[config.mk]
export PLATFORM = sky130hd
export DESIGN_NAME = instr_loader
export DESIGN_NICKNAME = d
export VERILOG_FILES = /design/src/rtl/instr_loader.sv
export SDC_FILE = /design/constraint.sdc
export NUM_CORES = 1
export LEC_CHECK = 0
export BUFFER_PORTS_ARGS = -buffer_cell sky130_fd_sc_hd__buf_2
export CORE_ASPECT_RATIO = 0.6
export CORE_UTILIZATION = 64
export DETAILED_ROUTE_END_ITERATION = 6
export GPL_TIMING_DRIVEN = 0
export PLACE_DENSITY = 0.88
export SLEW_MARGIN = 30
export SYNTH_ARGS = -nofsm -noshare
export SYNTH_HDL_FRONTEND = slang
export SYNTH_SLANG_ARGS = --single-unit
[constraint.sdc]
create_clock -name clk -period 7.6 [get_ports clk]
set_input_delay 1.52 -clock clk [delete_from_list [all_inputs] [get_ports clk]]
set_output_delay 1.52 -clock clk [all_outputs]
set_load 0.005 [all_outputs]
[src/rtl/instr_loader.sv]
// instr_loader: byte-stream program loader for the ez8_cpu instruction memory.
//
// It receives bytes from a UART receiver. A frame is SYNC_BYTE, CNT_HI, CNT_LO,
// N 16-bit words sent high byte first, and CHK. CHK is the 8-bit sum of the
// data bytes. Each word is written to instruction memory, starting at address 0.
// cpu_hold is raised on the sync byte. It drops only on a good load or on reset,
// so a partially written or corrupt program never runs.
//
// Ports:
//   clk             in   system clock
//   reset           in   synchronous, active-high reset
//   rx_data[7:0]    in   received byte, qualified by rx_valid
//   rx_valid        in   one-cycle strobe per received byte
//   instr_writeaddr out  instruction memory write address (ADDR_WIDTH bits)
//   instr_writedata out  16-bit instruction word
//   instr_write_en  out  one-cycle write strobe
//   cpu_hold        out  keeps the CPU paused and in reset
//   busy            out  high whenever a frame is in progress
//   load_ok         out  one-cycle pulse when a load completes with a good checksum
//   load_err        out  one-cycle pulse on a bad count, bad checksum or timeout
module instr_loader #(
  parameter int         ADDR_WIDTH     = 12,
  parameter logic [7:0] SYNC_BYTE      = 8'hA5,
  parameter int         TIMEOUT_CYCLES = 5000000
) (
  input  logic                  clk,
  input  logic                  reset,
  input  logic [7:0]            rx_data,
  input  logic                  rx_valid,
  output logic [ADDR_WIDTH-1:0] instr_writeaddr,
  output logic [15:0]           instr_writedata,
  output logic                  instr_write_en,
  output logic                  cpu_hold,
  output logic                  busy,
  output logic                  load_ok,
  output logic                  load_err
);

  typedef enum logic [2:0] {
    IDLE    = 3'd0,
    CNT_HI  = 3'd1,
    CNT_LO  = 3'd2,
    DATA_HI = 3'd3,
    DATA_LO = 3'd4,
    CHECK   = 3'd5
  } state_t;

  // The word index is one bit wider than the address. This lets a full-memory
  // load (N = 2**ADDR_WIDTH) count to its end without wrapping.
  localparam int              IW         = ADDR_WIDTH + 1;
  localparam int              TW         = (TIMEOUT_CYCLES > 2) ? $clog2(TIMEOUT_CYCLES) : 1;
  localparam logic [TW-1:0]   TIMER_LAST = TW'(TIMEOUT_CYCLES - 1);
  localparam logic [16:0]     MAX_WORDS  = 17'd1 << ADDR_WIDTH;

  state_t                state_reg, state_next;
  logic [7:0]            cnt_hi_reg, cnt_hi_next;
  logic [IW-1:0]         count_reg, count_next;
  logic [IW-1:0]         index_reg, index_next;
  logic [7:0]            sum_reg, sum_next;
  logic [7:0]            hi_reg, hi_next;
  logic [TW-1:0]         timer_reg, timer_next;
  logic                  wr_en_reg, wr_en_next;
  logic [ADDR_WIDTH-1:0] wr_addr_reg, wr_addr_next;
  logic [15:0]           wr_data_reg, wr_data_next;
  logic                  hold_reg, hold_next;
  logic                  ok_reg, ok_next;
  logic                  err_reg, err_next;

  logic [15:0] word_count;
  logic        timeout;

  assign word_count = {cnt_hi_reg, rx_data};
  // The timeout takes priority over any byte that arrives in the same cycle.
  // That byte is dropped.
  assign timeout    = (state_reg != IDLE) && (timer_reg == TIMER_LAST);

  // State register and datapath registers
  always_ff @(posedge clk) begin
    if (reset) begin
      state_reg   <= IDLE;
      cnt_hi_reg  <= '0;
      count_reg   <= '0;
      index_reg   <= '0;
      sum_reg     <= '0;
      hi_reg      <= '0;
      timer_reg   <= '0;
      wr_en_reg   <= 1'b0;
      wr_addr_reg <= '0;
      wr_data_reg <= '0;
      hold_reg    <= 1'b0;
      ok_reg      <= 1'b0;
      err_reg     <= 1'b0;
    end else begin
      state_reg   <= state_next;
      cnt_hi_reg  <= cnt_hi_next;
      count_reg   <= count_next;
      index_reg   <= index_next;
      sum_reg     <= sum_next;
      hi_reg      <= hi_next;
      timer_reg   <= timer_next;
      wr_en_reg   <= wr_en_next;
      wr_addr_reg <= wr_addr_next;
      wr_data_reg <= wr_data_next;
      hold_reg    <= hold_next;
      ok_reg      <= ok_next;
      err_reg     <= err_next;
    end
  end

  // Next-state and next-datapath logic
  always_comb begin
    state_next   = state_reg;
    cnt_hi_next  = cnt_hi_reg;
    count_next   = count_reg;
    index_next   = index_reg;
    sum_next     = sum_reg;
    hi_next      = hi_reg;
    timer_next   = (state_reg == IDLE) ? '0 : timer_reg + TW'(1);
    wr_en_next   = 1'b0;
    wr_addr_next = wr_addr_reg;
    wr_data_next = wr_data_reg;
    hold_next    = hold_reg;
    ok_next      = 1'b0;
    err_next     = 1'b0;

    if (timeout) begin
      err_next   = 1'b1;
      state_next = IDLE;
      timer_next = '0;
    end else if (rx_valid) begin
      timer_next = '0;
      case (state_reg)
        IDLE: begin
          if (rx_data == SYNC_BYTE) begin
            state_next = CNT_HI;
            hold_next  = 1'b1;
          end
        end
        CNT_HI: begin
          cnt_hi_next = rx_data;
          state_next  = CNT_LO;
        end
        CNT_LO: begin
          if ((word_count == 16'd0) || ({1'b0, word_count} > MAX_WORDS)) begin
            err_next   = 1'b1;
            state_next = IDLE;
          end else begin
            count_next = IW'(word_count);
            index_next = '0;
            sum_next   = '0;
            state_next = DATA_HI;
          end
        end
        DATA_HI: begin
          hi_next    = rx_data;
          sum_next   = sum_reg + rx_data;
          state_next = DATA_LO;
        end
        DATA_LO: begin
          sum_next     = sum_reg + rx_data;
          wr_en_next   = 1'b1;
          wr_addr_next = index_reg[ADDR_WIDTH-1:0];
          wr_data_next = {hi_reg, rx_data};
          index_next   = index_reg + IW'(1);
          state_next   = (index_reg == count_reg - IW'(1)) ? CHECK : DATA_HI;
        end
        CHECK: begin
          state_next = IDLE;
          if (rx_data == sum_reg) begin
            ok_next   = 1'b1;
            hold_next = 1'b0;
          end else begin
            err_next  = 1'b1;
          end
        end
        default: state_next = IDLE;
      endcase
    end
  end

  // Outputs: every output comes straight from a register except busy.
  always_comb begin
    instr_write_en  = wr_en_reg;
    instr_writeaddr = wr_addr_reg;
    instr_writedata = wr_data_reg;
    cpu_hold        = hold_reg;
    load_ok         = ok_reg;
    load_err        = err_reg;
    busy            = (state_reg != IDLE);
  end

endmodule

Word-level counts from Yosys, hierarchy flattened
Cells that the tools add are included.
Storage, ports and cells
  flip-flop bits (word level): 108
  latch bits: 0
  RAM bits: 0
  memory bits (read-only): 0
  input bits: 11
  output and inout bits: 33
  word-level logic and storage cells: 73
  memories kept: 0
Operators by class
  $add $sub $neg: 4
  $mul: 0
  divide/modulo/power cells: 0
  $lt $le $gt $ge: 1
  equal/unequal tests: 12
  shift-type cells: 0
  muxes and demuxes: 18
  bitwise logic cells: 4
  reduce and logical (&&, ||, !) cells: 21
Operator list (count)
  one-hot mux 13 bit (2 select lines): 1
  adder 23 x 1 -> 23 bit (second input constant): 1
  equality test 23 bit (second input constant): 1
  > comparator 16 x 13 -> 1 bit (second input constant): 1
  zero test 16 bit: 1
  one-hot mux 8 bit (2 select lines): 1
  one-hot mux 3 bit (5 select lines): 1
  adder 13 x 1 -> 13 bit (second input constant): 1
  equality test 13 bit: 1
  2-to-1 mux 13 bit: 1
  subtractor 13 x 1 -> 13 bit (second input constant): 1
  AND reduction 4 bit: 3
  AND reduction 3 bit: 3
  adder 8 bit: 1
  equality test 8 bit: 1
  equality test 8 bit (second input constant): 1
  2-to-1 mux 1 bit: 8
  2-to-1 mux 8 bit: 1
  OR reduction 4 bit: 2
  equality test 3 x 2 -> 1 bit (second input constant): 2
  equality test 3 bit (second input constant): 2
  2-to-1 mux 3 bit: 2
  nonzero test 2 bit: 3
  AND reduction 5 bit: 1
  other kinds (13): 19

Longest topological paths before layout
  word-level depth: 6
  gate-level depth with buffers: 9
  mapped depth without buffers: 9

Worst setup path after synthesis
Ideal clock, no wire load.
  path type: input-to-reg
  from: input rx_data[7]
  to: register index_reg[12]
  setup time: 123 ps
  data arrival time: 3466 ps
  data required time: 7477 ps
  path slack: 4011 ps
  stages on the path: 7
  cells stage by stage: buf_2 -> or4_1 -> or4_4 -> a311oi_1 -> nor3_1 -> nand4_1 -> mux2_1
Between the ends
  longest elaborated chain between the ends: 4
RTL lines
  start: declaration: RTL line 28  | input logic [7:0] rx_data,
  > comparator 16 x 13 -> 1 bit / zero test 16 bit (equally long branches): RTL line 144  | if ((word_count == 16'd0) || ({1'b0, word_count} > MAX_WORDS)) begin
  logical OR 1 bit (*): RTL line 144
  != test 2 bit (no source line) (*)
  AND reduction 4 bit (no source line) (*)
  end signal: assignment: RTL line 97  | index_reg <= index_next;
  end: declaration: RTL line 58  | logic [IW-1:0] index_reg, index_next;
Mark *: on every way between the ends. The rest lies on a longest branch, timed or not.
A chain may end at the register's enable or synchronous reset.

Worst setup path after layout
  from: input rx_data[6]
  to: register index_reg[4]
The elaborated chain is that of the path after synthesis.

==> summary by stage <==
Logic synthesis
The mean area per synthesized cell is around 9 sq um. The synthesized design contains 108 register bits. The area share of the leading cell type in the synthesized netlist is around two fifths. The register area share after synthesis is a little over two fifths. The count of warnings emitted by yosys is 0. Counting flops with a built-in enable in the synthesized netlist gives 0.

The cell type contributing the most total cell area after synthesis is dfxtp_1. After synthesis, the cell types taking the most area are dfxtp_1 42%, mux2i_1 12%, nor2_1 8.2%, xnor2_1 5.7%, xor2_1 2.5%. The most used flip-flop cell after synthesis is dfxtp_1. After synthesis, the netlist uses 60 different library cells.

The combined area of all synthesized cells is about 5200 sq um. The number of instances in the synthesized netlist is 577. Synthesis produced a netlist with a net count of approximately 600. After synthesis, the share of flip-flops with an asynchronous set or reset is 0%.

Power
The switching share of power is 24.0%. The internal power summed over all cells is between 800 and 900 uW. The share of total power in the clock network is 42.3%. The power dissipated by switching net loads is about 270 uW. The largest vdd supply drop is 0.000136 V. The combinational power share is 6.5%. Summed over all cells, the static leakage comes to roughly 0.0025 uW.

Sequential cells account for 51.2% of the total power. The power density relative to cell area is 193 nW/um^2.

Timing
The measured slew at the worst slew-check pin is 0.914 ns. The slack of the critical path is 3.82 ns. Across the routed clock network, the largest skew measured is between 0.01 and 0.015 ns. Setup repair after global routing left no endpoint under its margin. The share of the clock period used by the worst path after layout is between 40% and 50%. Setup violations remaining at the end of the flow were counted as 0.

For this run, the top clock speed supported by timing is 265 MHz. The final-layout setup total negative slack is 0 ns. For the finished layout, the period the worst path requires is about 3.8 ns.

Hold is met by 0.466 ns. The count of final max-slew check failures is 0. The final number of hold-violating endpoints was 0. Headroom to the max-slew limit came out at just under 40%.

Clock network
The TritonCTS buffer count is 9. TritonCTS built the clock tree. Clock tree synthesis found a total of 108 sinks.

The clock-pin transition on the worst setup and hold timing paths is around 0.060 ns. The maximum clock path buffer count is 2. The number of gates resized after cts is 0. The number of buffers inserted by post-CTS setup repair is 0. The H-tree was split into 3 levels. Buffers inserted to repair hold after CTS numbered 0. The root buffer cell is clkbuf_16. The clock latency at the later pin of the worst-skew pair is 0.36 ns.

Placed design
Detailed placement ended at an HPWL of a little over 9000 um. The congestion estimate from routability-driven global placement came to about 0.9. The number of buffers inserted by port buffering is a little over 40. The worst setup slack after placement is ~3.6 ns. In this run, placement finished with an instance count of approximately 730.

Outcome
The run finished with clean final reports.

Min path
The worst hold endpoint is timer_reg[0]. The worst hold path class is reg2reg. The hold path startpoint is timer_reg[0]. Counting instances, the worst hold path has a depth of 1.

Floorplan
The overall die area is approximately 8500 sq um. The starting density of the core is approximately 66%. In this run the standard cell core region covers 7850 sq um. The placement row count is 25. The floorplan step set the die width to between 100 and 150 um.

The die is 71.7 um tall. The number of placed I/O pins is 44.

Finish
For this run, the post-layout net count is around 650. Compared with the post-synthesis result, the final layout area differs by 12.3%. The flip-flop count of the largest register, all copies and words added is 23. Measured on the finished design, the core utilization comes to 74.2%.

The fraction of final layout cells sized beyond drive strength 1 is roughly an eighth. The number of non-filler instances in the completed layout is 741. The number of antenna cells inserted is 0.

Worst setup path
The sort of element at the end of the critical path is a flip-flop. The startpoint of the lowest-slack register-to-register path is timer_reg[12]. The count of cells along the worst register-to-register path is 8. The largest fanout of any net on the critical path is 10. The kind of start point of the critical path is a primary input. The critical path launch point is rx_data[6]. The capture instance of the worst register-to-register path is instr_writeaddr[1]. In this run the register-to-register setup slack is ~4.7 ns. Data arrives at the worst endpoint at 4.02 ns. The worst path required time is 7.84 ns. The kind of critical path is in2reg.

Routing
The initial DRC count is 388. In the routed layout, each cell is associated on average with a via count of 6.05. After detailed routing, the number of remaining DRC violations is 0. The final routed wirelength across all metal layers is 12700 um.

The routed wirelength normalized by instance count is ~17 um. The first detailed-routing pass took 5 iterations. The detail route stage leaves a number of antenna-violating nets equal to 0. Summing over every cut layer, the via total after detailed routing is 4481.

GRT
Global routing consumed, over all layers together, between 30% and 40% of the routing resources. The number of antenna violations at the first check in global routing is 0. The via count of the first global-routing pass was about 4200. The wire length of the first global-routing pass is roughly 20000 um.

Summed over all layers, the global routing overflow is 0. Entering global routing, the biggest net connects 19 pins.

Flow run
The tool flagged a number of max-cap violations equal to 0.
metrics by stage:
| step | power, uW | cell area [sq um] |
|---|---|---|
| 4_1_cts | 1130 | 5820 |
| 3_5_place_dp | 658 | 5530 |
| 6_report | 1120 | 5820 |
| 2_1_floorplan | 634 | 5180 |
| 3_3_place_gp | 655 | 5530 |
| 5_1_grt | 1150 | 5820 |
per-layer routing:
layer | up-vias | GRT usage (%) | share of wire, %
met5 | - | 0 | 0
met4 | 0 | 10.5 | 1.9
met3 | 35 | 9.39 | 9.4
met2 | 216 | 49.2 | 43
met1 | 2115 | 41.8 | 45
li1 | 2115 | - | -
final cells by class:
cell class                      instances  area, sq um
Clock buffer                            9          225
Inverter                               13         48.8
Multi-Input combinational cell        430         2840
Tap cell                              108          135
Clock inverter                          6         72.6
Sequential cell                       108         2160
Buffer                                 26          133
Timing Repair Buffer                   41          205
Fill cell                             571         2030
cells by family after synthesis:
| kind of cell | synth area share [%] |
|---|---|
| AND/OR/NAND/NOR | 24.7 |
| flip-flops | 41.7 |
| multiplexers | 12.8 |
| AO/OA/AOI/OAI | 6.20 |
| XOR/XNOR | 8.28 |
| buffers and inverters | 3.50 |
| adder cells (fa/ha/maj) | 2.80 |
how the worst max path moves through the flow:
stage                     to  slack [ns]  cells past startpoint
2_1_floorplan  index_reg[12]        4.01                      7
3_3_place_gp   index_reg[12]        3.63                      7
3_5_place_dp   index_reg[12]        3.60                      7
4_1_cts         index_reg[4]        3.94                      8
5_1_grt        index_reg[11]        3.78                      7
6_report        index_reg[4]        3.82                      8
cells in the final DEF, fill, tap and decap left out, drive strengths merged, types with 4 or more instances in the layout:
master | synthesis | layout
buf | 10 | 51
nand3 | 19 | 19
or4 | 6 | 6
or3 | 8 | 8
nand4 | 12 | 12
ha | 10 | 10
a21oi | 13 | 13
nor3 | 24 | 24
nand2 | 20 | 20
mux2i | 63 | 63
nor2 | 113 | 113
o21ai | 11 | 11
nor4 | 10 | 10
o211ai | 4 | 4
and2 | 4 | 4
dfxtp | 108 | 108
clkbuf | 16 | 25
nor2b | 8 | 8
and4 | 5 | 5
xnor2 | 34 | 34
nand2b | 5 | 5
and3 | 6 | 6
xor2 | 15 | 15
inv | 13 | 16
cell usage after synthesis, types with 4 or more instances:
cell / n
dfxtp_1: 108
nor2b_1: 8
buf_2: 4
ha_1: 10
nor4_1: 9
o21ai_0: 8
mux2i_1: 63
or3_1: 8
xnor2_1: 34
xor2_1: 15
nand4_1: 12
nand2_1: 20
clkbuf_1: 16
nor2_1: 113
and3_1: 6
a21oi_1: 12
inv_1: 13
nand2b_1: 5
and4_1: 4
nand3_1: 19
o211ai_1: 4
or4_1: 4
buf_4: 4
nor3_1: 24
power by group through the flow:
stage	registers (uW)	logic [uW]	clock network (uW)
3_5_place_dp	588	70.1	0
2_1_floorplan	587	47.3	0
5_1_grt	576	78.4	500
6_report	575	72.5	476
4_1_cts	575	70.8	480
3_3_place_gp	588	67.0	0
critical path, cell delays in order:
cell      delay [ns]
buf_2           0.16
or4_4           0.58
or4_4           0.56
a311oi_1        0.48
buf_2           0.31
nor4_1          0.10
xnor2_1         0.22
nor2_1          0.08
No activity file was read; power rests on OpenSTA's default activity.
